===== config.mk =====
export PLATFORM = sky130hd
export DESIGN_NAME = pipe_adder
export DESIGN_NICKNAME = d
export VERILOG_FILES = /design/src/rtl/pipe_adder.sv
export SDC_FILE = /design/constraint.sdc
export NUM_CORES = 1
export LEC_CHECK = 0
export ABC_AREA = 0
export CORE_MARGIN = 2
export CORE_UTILIZATION = 35
export DETAILED_ROUTE_END_ITERATION = 10
export HOLD_SLACK_MARGIN = 0.02
export SLEW_MARGIN = 40
export SYNTH_ARGS = -nofsm -noshare
export SYNTH_HDL_FRONTEND = slang
export SYNTH_SLANG_ARGS = --single-unit

===== constraint.sdc =====
create_clock -name clk -period 5.1 [get_ports clk]
set_clock_uncertainty 0.05 [all_clocks]
set_input_delay 0.51 -clock clk [delete_from_list [all_inputs] [get_ports clk]]
set_output_delay 0.51 -clock clk [all_outputs]
set_load 0.05 [all_outputs]

===== src/rtl/pipe_adder.sv =====
// ---------------------------------------------------------------------------
// pipe_adder
//
// Segmented, pipelined adder/subtractor with valid/ready flow control on both
// sides. Each of the STAGES = WIDTH/SEG pipeline stages adds one SEG-bit slice
// of the operands using the carry registered by the stage before it. Operand
// bits that have not been added yet travel down the pipe with their partial
// sum, so every stage works only on data that belongs to its own operand set.
//
// Parameters
//   WIDTH : operand/sum width (a multiple of SEG, >= SEG)
//   SEG   : bits added per pipeline stage
//
// Ports
//   clk        : clock, all state updates on the rising edge
//   rst        : synchronous active-high reset
//   in_valid   : operand set on a/b/sub/cin is valid
//   in_ready   : operand set is accepted this cycle (when in_valid=1)
//   a, b       : operands
//   sub        : 0 = a+b+cin, 1 = a-b (cin ignored)
//   cin        : carry into bit 0 when sub=0
//   out_valid  : s/cout/ovf/zero hold a result
//   out_ready  : consumer takes the result this cycle
//   s          : sum/difference modulo 2^WIDTH
//   cout       : carry out of the MSB (for subtract: 1 = no borrow)
//   ovf        : signed two's-complement overflow
//   zero       : s == 0
// ---------------------------------------------------------------------------
module pipe_adder #(
    parameter int WIDTH = 64,
    parameter int SEG   = 16
) (
    input  logic             clk,
    input  logic             rst,
    input  logic             in_valid,
    output logic             in_ready,
    input  logic [WIDTH-1:0] a,
    input  logic [WIDTH-1:0] b,
    input  logic             sub,
    input  logic             cin,
    output logic             out_valid,
    input  logic             out_ready,
    output logic [WIDTH-1:0] s,
    output logic             cout,
    output logic             ovf,
    output logic             zero
);

    localparam int STAGES = WIDTH / SEG;

    // Subtraction is folded into the first stage as a + ~b + 1, so later
    // stages never need to know which operation they are performing.
    logic [WIDTH-1:0]  w_b_eff;
    logic              w_c0;
    logic [STAGES-1:0] w_stage_valid;
    logic [STAGES-1:0] w_adv;

    assign w_b_eff = sub ? ~b : b;
    assign w_c0    = sub | cin;

    // Advance chain: a stage moves when it is empty or its successor moves.
    // Evaluated from the output end back to the input so that in_ready sees
    // out_ready combinationally and a full pipe can accept and deliver in the
    // same cycle without a bubble.
    always_comb begin
        w_adv = '0;
        w_adv[STAGES-1] = ~w_stage_valid[STAGES-1] | out_ready;
        for (int k = STAGES - 2; k >= 0; k--) begin
            w_adv[k] = ~w_stage_valid[k] | w_adv[k+1];
        end
    end

    assign in_ready = w_adv[0] & ~rst;

    genvar gi;
    generate
        for (gi = 0; gi < STAGES; gi++) begin : g_stage
            // LO   : bit position of the slice this stage adds
            // DONE : number of sum bits known after this stage
            // CUR  : operand bits still pending when this stage starts
            localparam int LO   = gi * SEG;
            localparam int DONE = (gi + 1) * SEG;
            localparam int CUR  = WIDTH - LO;

            logic [CUR-1:0]  w_a_cur;
            logic [CUR-1:0]  w_b_cur;
            logic            w_c_in;
            logic            w_v_in;
            logic [SEG:0]    w_seg;
            logic [DONE-1:0] w_sum_next;

            logic            r_valid;
            logic            r_carry;
            logic [DONE-1:0] r_sum;

            if (gi == 0) begin : g_src
                assign w_a_cur    = a;
                assign w_b_cur    = w_b_eff;
                assign w_c_in     = w_c0;
                assign w_v_in     = in_valid;
                assign w_sum_next = w_seg[SEG-1:0];
            end else begin : g_src
                assign w_a_cur    = g_stage[gi-1].g_rem.r_a_rem;
                assign w_b_cur    = g_stage[gi-1].g_rem.r_b_rem;
                assign w_c_in     = g_stage[gi-1].r_carry;
                assign w_v_in     = g_stage[gi-1].r_valid;
                // New slice goes on top of the lower sum computed upstream.
                assign w_sum_next = {w_seg[SEG-1:0], g_stage[gi-1].r_sum};
            end

            // The slice being added is always the lowest pending segment.
            assign w_seg = {1'b0, w_a_cur[SEG-1:0]}
                         + {1'b0, w_b_cur[SEG-1:0]}
                         + {{SEG{1'b0}}, w_c_in};

            assign w_stage_valid[gi] = r_valid;

            always_ff @(posedge clk) begin
                if (rst) begin
                    r_valid <= 1'b0;
                    r_carry <= 1'b0;
                    r_sum   <= '0;
                end else if (w_adv[gi]) begin
                    r_valid <= w_v_in;
                    r_carry <= w_seg[SEG];
                    r_sum   <= w_sum_next;
                end
            end

            // Upper operand segments not yet consumed ride along with the
            // partial sum. The last stage consumes everything, so it has none.
            if (gi < STAGES - 1) begin : g_rem
                logic [WIDTH-DONE-1:0] r_a_rem;
                logic [WIDTH-DONE-1:0] r_b_rem;

                always_ff @(posedge clk) begin
                    if (w_adv[gi]) begin
                        r_a_rem <= w_a_cur[CUR-1:SEG];
                        r_b_rem <= w_b_cur[CUR-1:SEG];
                    end
                end
            end

            // Final stage also produces the flags. The carry into the MSB is
            // recovered from the MSB sum bit: sum = a ^ b ^ carry_in.
            if (gi == STAGES - 1) begin : g_last
                logic w_msb_cin;
                logic r_ovf;
                logic r_zero;

                assign w_msb_cin = w_a_cur[SEG-1] ^ w_b_cur[SEG-1] ^ w_seg[SEG-1];

                always_ff @(posedge clk) begin
                    if (rst) begin
                        r_ovf  <= 1'b0;
                        r_zero <= 1'b0;
                    end else if (w_adv[gi]) begin
                        r_ovf  <= w_msb_cin ^ w_seg[SEG];
                        r_zero <= (w_sum_next == '0);
                    end
                end
            end
        end
    endgenerate

    // Outputs come straight from the last stage's registers, so they are
    // inherently held while that stage is stalled by out_ready=0.
    assign out_valid = g_stage[STAGES-1].r_valid;
    assign s         = g_stage[STAGES-1].r_sum;
    assign cout      = g_stage[STAGES-1].r_carry;
    assign ovf       = g_stage[STAGES-1].g_last.r_ovf;
    assign zero      = g_stage[STAGES-1].g_last.r_zero;

endmodule


==> results of run 1 <==
-- registers in the layout, summed over array words and instances, names as in the netlist, 3 cells and up --
signal,count
g_stage.r_valid,3
g_stage.r_carry,3
g_stage.g_rem.r_a_rem,96
g_stage.g_rem.r_b_rem,96
g_stage.r_sum,96
s,64
-- power by group --
group | internal [mW] | switching, mW | total, mW
clock network | 1.83 | 1.14 | 2.96
registers | 3.36 | 0.147 | 3.51
logic | 0.557 | 0.710 | 1.27
-- worst paths after layout --
path         slack, ns  cells past startpoint                           end
min               0.29                      2                         s[46]
max reg2reg       1.46                      8                          zero
max               1.46                      8                          zero
min reg2reg       0.36                      0  g_stage[1].g_rem.r_b_rem[14]
-- synth_stat cells, types with 3 or more instances --
| master | number |
|---|---|
| dfxtp_1 | 170 |
| nand2_1 | 300 |
| o2111ai_1 | 3 |
| and3_1 | 5 |
| a211o_1 | 5 |
| o21ai_0 | 22 |
| ha_1 | 60 |
| o21a_1 | 14 |
| a211oi_1 | 15 |
| nor3b_1 | 6 |
| nor2_1 | 55 |
| nand3_1 | 20 |
| edfxtp_1 | 192 |
| fa_1 | 8 |
| o211ai_1 | 4 |
| nor3_1 | 23 |
| a21o_1 | 10 |
| nor4_1 | 14 |
| inv_1 | 17 |
| nor2b_1 | 9 |
| buf_1 | 16 |
| and2_1 | 6 |
| o31ai_1 | 3 |
| xor2_1 | 74 |
| xnor2_1 | 31 |
| nand2b_1 | 13 |
| nand4_1 | 4 |
| or3_1 | 9 |
| a2111oi_0 | 4 |
| a21oi_1 | 173 |
| nand3b_1 | 3 |
| a31oi_1 | 4 |
| clkbuf_1 | 47 |
-- cell families after synthesis --
family	synth area share, %
buf+inv	2.05
flops	61.0
compound gates	11.0
fa+ha+maj	6.06
xor+xnor	6.12
simple gates	13.7
-- critical path: stages (launching register included) --
cell	delay (ns)
edfxtp_1	0.40
fa_1	0.48
fa_1	0.54
nor4_1	0.20
nand4_1	0.21
nor4_1	0.72
nand3_1	0.24
or4_1	0.49
o41ai_2	0.21
-- cell type report --
type	count	area (um2)	area share (%)
clock buffer	56	1140	6.03
inverter	19	75.1	0.395
clock inverter	17	223	1.17
multi-input combinational	927	5570	29.3
timing repair buffer	214	2130	11.2
tap	539	674	3.55
antenna	1	2.50	0.0132
sequential	362	9170	48.3
-- per-stage QoR --
stage          util, %  instances
2_1_floorplan        -       1371
6_report          45.1       2135
3_5_place_dp      41.8       2061
5_1_grt           45.1       2135
4_1_cts           45.1       2134
3_3_place_gp      41.8       2061
-- layer usage --
layer / global-route usage, % / share of wire (%) / vias up
met2: 25.8 / 49 / 209
met5: 0 / 0 / -
met4: 4.95 / 1.9 / 0
li1: - / - / 5219
met3: 2.74 / 4.1 / 41
met1: 19.2 / 45 / 4967
==> Flow_metrics.wiki, run 1 <==
{| class="wikitable"
! Metric !! Value
|-
| Run status || complete, no violations
|-
| Dominant cell type by area after synthesis || edfxtp_1
|-
| Sequential cell area fraction in the yosys report || 61.0%
|-
| Total design power || 7.74 mW
|-
| Hold_ws || 0.293 ns
|-
| Worst flop-to-flop path startpoint || g_stage[2].g_rem.r_a_rem[0]
|-
| Final Hold Fails || 0
|-
| Detailed router's first-iteration violation count || 660
|-
| Dominant synthesized flop cell || edfxtp_1
|-
| Area added between synthesis and finish || 26.3%
|-
| Die area || 0.0446 mm2
|-
| Unrepaired setup endpoints after global routing || no
|-
| Global route total overflow || 0
|-
| Mapped Cells || 1,371
|-
| Final design area excluding fillers || 0.0190 mm2
|-
| Total wirelength of the detailed-routed design || 33.9 mm
|-
| Most common cell after layout, fill and taps aside || nand2_1
|-
| Count of fill cells added during filler insertion || 3,927
|-
| Die Y-Extent || 211 um
|-
| Sum of negative setup slack || 0 ns
|-
| Mean area per synthesized cell || 11.0 um2
|-
| HPWL reported at the end of detailed placement || 23.8 mm
|-
| Number of top-level pins || 203
|-
| Row cnt || 75
|-
| Width of the die || 211 um
|-
| Worst Setup Slack post-DPL || 1.34 ns
|-
| TritonCTS Buffers || 40
|-
| Max-cap viol count || 0
|-
| Worst setup path startpoint || g_stage[2].g_rem.r_a_rem[0]
|-
| Proportion of layout cells with a drive suffix above 1 || 5.89%
|-
| Final Max Tran Viols || 0
|-
| Kind of end point of the critical path || flip-flop
|-
| Cells taking the most area after synthesis || edfxtp_1, dfxtp_1, nand2_1, a21oi_1, ha_1
|-
| Worst-path clk slew || 0.06 ns
|-
| Power Density || 408 mW/mm2
|-
| Number of setup buffers added after CTS || 0
|-
| Largest fanout on the critical path || 2
|-
| Worst setup margin || 1.46 ns
|-
| H-tree depth reported by CTS || 2
|-
| Final period demand of the worst path || 3.64 ns
|-
| Proportion of register bits with asynchronous set or reset after synthesis || 0%
|-
| Core Box Area || 0.0421 mm2
|-
| Cts hold-fix bufs || 0
|-
| Hold Path Class || input port to flip-flop
|-
| Post-Synthesis Net Count || 1,573
|-
| Post-synth top area share || 38.4%
|-
| Number of global-route vias before repair || 10,228
|-
| Signal arrival time at the worst endpoint || 4.03 ns
|-
| Post-detailed-route via-to-cell ratio || 4.89
|-
| Clk Tree Root Cell || clkbuf_16
|-
| Max Clk Rate || 274 MHz
|-
| CTS sink cnt || 362
|-
| Transition at the pin with the smallest max-transition slack || 0.829 ns
|-
| LEAKAGE || 7.23 nW
|-
| Buffers on Ports || 202
|-
| Gpl congestion || 0.794
|-
| HP Start || rst
|-
| Post-synth EDFFs || 192
|-
| Number of cells upsized or downsized after cts || 0
|-
| Cell area after placement || 0.0176 mm2
|-
| Total Nets Final || 1,766
|-
| Residual DRC || 0
|-
| Total via count in the routed design || 10,436
|-
| Global-route wire length before repair || 53.0 mm
|-
| Worst Setup Path Type || flip-flop to flip-flop
|-
| Maximum number of pins on one net before global-route repair || 77
|-
| Share of the clock period used by the worst path || 71.4%
|-
| Final setup fails || 0
|-
| CTS tree || built
|-
| Synth Register Bits || 362
|-
| Clock latency of the later-clocked register in the worst-skew pair || 0.55 ns
|-
| Number of buffers on the longest clock path || 3
|-
| Netlist area before placement || 0.0150 mm2
|-
| Critical path launch point type || flip-flop
|-
| Remaining antenna violation count || 0
|-
| Wire length per cell || 15.9 um
|-
| Total track usage || 15.0%
|-
| Required time of the worst setup path || 5.49 ns
|-
| Top library cells by usage in the layout, fill and taps aside || nand2_1, clkdlybuf4s50_1, edfxtp_1
|-
| Starting utilization of the core area || 35.7%
|-
| Max IR drop VDD || 0.000202 V
|-
| Yosys Warn Count || 0
|-
| Library cells used by synthesis || 59
|-
| Max transition margin || 44.2%
|-
| Initial antenna violation count || 1
|-
| Number of detailed-routing iterations run before antenna repair || 6
|}
No activity file was read; power rests on OpenSTA's default activity.
==> inputs of run 2 (changes only) <==
==> constraint.sdc (replaced) <==
create_clock -name clk -period 3.7 [get_ports clk]
set_clock_uncertainty 0.05 [all_clocks]
set_input_delay 0.37 -clock clk [delete_from_list [all_inputs] [get_ports clk]]
set_output_delay 0.37 -clock clk [all_outputs]
set_load 0.05 [all_outputs]
==> Flow_metrics.wiki, run 2 (same netlist as run 1, synthesis figures left out) <==
{| class="wikitable"
! Metric !! Value
|-
| Number of buffers on the longest clock path || 3
|-
| Max IR drop VDD || 0.000287 V
|-
| Hold_ws || 0.148 ns
|-
| Required time of the worst setup path || 4.09 ns
|-
| Hold EP || g_stage[2].r_sum[37]
|-
| Final Hold Fails || 0
|-
| Die area || 0.0446 mm2
|-
| Maximum number of pins on one net before global-route repair || 71
|-
| Sum of negative setup slack || 0 ns
|-
| Width of the die || 211 um
|-
| Number of detailed-routing iterations run before antenna repair || 4
|-
| Max transition margin || 42.1%
|-
| Critical path launch point type || flip-flop
|-
| Comb pwr share || 16.8%
|-
| Global-route wire length before repair || 53.1 mm
|-
| Transition at the pin with the smallest max-transition slack || 0.861 ns
|-
| Starting utilization of the core area || 35.7%
|-
| Worst-path clk slew || 0.06 ns
|-
| Worst Setup Path Type || flip-flop to flip-flop
|-
| Total track usage || 15.1%
|-
| Die Y-Extent || 211 um
|-
| Total Nets Final || 1,771
|-
| CTS sink cnt || 362
|-
| Final period demand of the worst path || 3.44 ns
|-
| Number of global-route vias before repair || 10,126
|-
| LEAKAGE || 7.21 nW
|-
| Hold Path Class || input port to flip-flop
|-
| Residual DRC || 0
|-
| Unrepaired setup endpoints after global routing || no
|-
| Ant diodes || 0
|-
| Final design area excluding fillers || 0.0189 mm2
|-
| Power Density || 549 mW/mm2
|-
| Switching power as a share of total power || 26.8%
|-
| Final setup fails || 0
|-
| Post-detailed-route via-to-cell ratio || 4.87
|-
| Most common cell after layout, fill and taps aside || nand2_1
|-
| Buffers on Ports || 202
|-
| Cts hold-fix bufs || 0
|-
| Fraction of power consumed by sequential logic || 46.6%
|-
| H-tree depth reported by CTS || 2
|-
| Core Box Area || 0.0421 mm2
|-
| Cell area after placement || 0.0177 mm2
|-
| Signal arrival time at the worst endpoint || 3.84 ns
|-
| Net Switching || 2.78 mW
|-
| Area added between synthesis and finish || 26.0%
|-
| Cell-by-cell trace of the critical path || fa_1 > fa_1 > nor4_1 > nand4_1 > nor4_2 > nand3_1 > or4_1 > o41ai_2
|-
| CTS tree || built
|-
| Clock latency of the later-clocked register in the worst-skew pair || 0.56 ns
|-
| Global route total overflow || 0
|-
| Cell type with the highest occurrence count on the critical path || fa_1
|-
| Total wirelength of the detailed-routed design || 34.1 mm
|-
| Remaining antenna violation count || 0
|-
| Row cnt || 75
|-
| Total design power || 10.4 mW
|-
| Largest fanout on the critical path || 2
|-
| Wire length per cell || 16.0 um
|-
| Cell depth of the worst min-delay path || 2
|-
| Gpl congestion || 0.806
|-
| Leading registers by flop count || g_stage.g_rem.r_a_rem (96), g_stage.g_rem.r_b_rem (96), g_stage.r_sum (96)
|-
| Worst flop-to-flop path startpoint || g_stage[2].g_rem.r_a_rem[0]
|-
| End of the worst register-to-register path || zero
|-
| Run status || complete, no violations
|-
| Total via count in the routed design || 10,410
|-
| Share of the clock period used by the worst path || 93.0%
|-
| Detailed router's first-iteration violation count || 507
|-
| Register Area || 0.00917 mm2
|-
| Clk pwr share || 36.7%
|-
| Post-layout util || 45.0%
|-
| Cell count of the worst reg-to-reg path || 8
|-
| Max-cap viol count || 0
|-
| Combined area of the multi-input logic cells || 0.00557 mm2
|-
| Slowest stage delay, CP || 0.55 ns
|-
| Clk Tree Root Cell || clkbuf_16
|-
| Minimum setup slack among reg-to-reg paths || 0.26 ns
|-
| Internal power component || 7.61 mW
|-
| Logic depth of the worst setup path including buffers || 8
|-
| TritonCTS Buffers || 40
|-
| Kind of end point of the critical path || flip-flop
|-
| Final Max Tran Viols || 0
|-
| Top library cells by usage in the layout, fill and taps aside || nand2_1, clkdlybuf4s50_1, edfxtp_1
|-
| Proportion of layout cells with a drive suffix above 1 || 6.32%
|-
| HPWL reported at the end of detailed placement || 23.9 mm
|-
| Buf/Inv on CP || 0
|-
| Cell with the largest stage delay on the worst path || nor4_2
|-
| Count of fill cells added during filler insertion || 3,954
|-
| Initial antenna violation count || 0
|-
| HP Start || rst
|-
| Max Clk Rate || 291 MHz
|-
| Gate family responsible for the most delay along the worst path || simple AND/OR/NAND/NOR gates
|-
| Number of top-level pins || 203
|}
run 2: layout make-up:
class | instances | area share (%)
clock buffer | 53 | 5.89
clock inverter | 19 | 0.793
inverter | 19 | 0.396
multi-input combinational | 927 | 29.4
sequential | 362 | 48.4
tap | 539 | 3.56
timing repair buffer | 219 | 11.5
run 2: worst max-delay path by stage:
stage / end / slack, ns / start
after floorplan: g_stage[1].g_rem.r_a_rem[0] / 0.07 / out_valid
after global placement: zero / 0.06 / g_stage[2].g_rem.r_a_rem[0]
after detailed placement: zero / -0.0007 / g_stage[2].g_rem.r_a_rem[0]
after CTS: zero / 0.19 / g_stage[2].g_rem.r_a_rem[0]
after global routing: zero / 0.08 / g_stage[2].g_rem.r_a_rem[0]
final: zero / 0.26 / g_stage[2].g_rem.r_a_rem[0]
run 2: what timing repair did:
item                                    CTS  global route
setup buffers                             0             0
resized for setup                         1             0
endpoints found under the setup margin    1             0
run 2: routing by layer:
metal  wire length, um  GRT usage, %
met2             16800          25.7
met3              1730          3.75
met5                 0             0
met1             15100          19.1
met4               567          3.98
run 2: per-stage QoR:
step | instances | worst slack (ns)
floorplan | 1371 | 0.0708
global placement | 2065 | 0.0558
detailed placement | 2066 | -0.000663
CTS | 2138 | 0.186
global route | 2138 | 0.0765
finish | 2138 | 0.259
run 2: power by group through the flow:
stage | Combinational, mW | Sequential [mW] | Clock (mW)
global route | 1.92 | 4.89 | 4.10
global placement | 1.73 | 4.92 | 0
CTS | 1.76 | 4.85 | 3.95
floorplan | 0.965 | 5.10 | 0
finish | 1.74 | 4.84 | 3.81
detailed placement | 1.75 | 4.93 | 0
run 2: worst reg2reg max path, delay by kind of cell, from the launching register on:
family                   cells  cell delay, ns
AND/OR/NAND/NOR              5            1.69
flip-flops                   1            0.39
adder cells (fa/ha/maj)      2            0.99
AO/OA/AOI/OAI                1            0.23
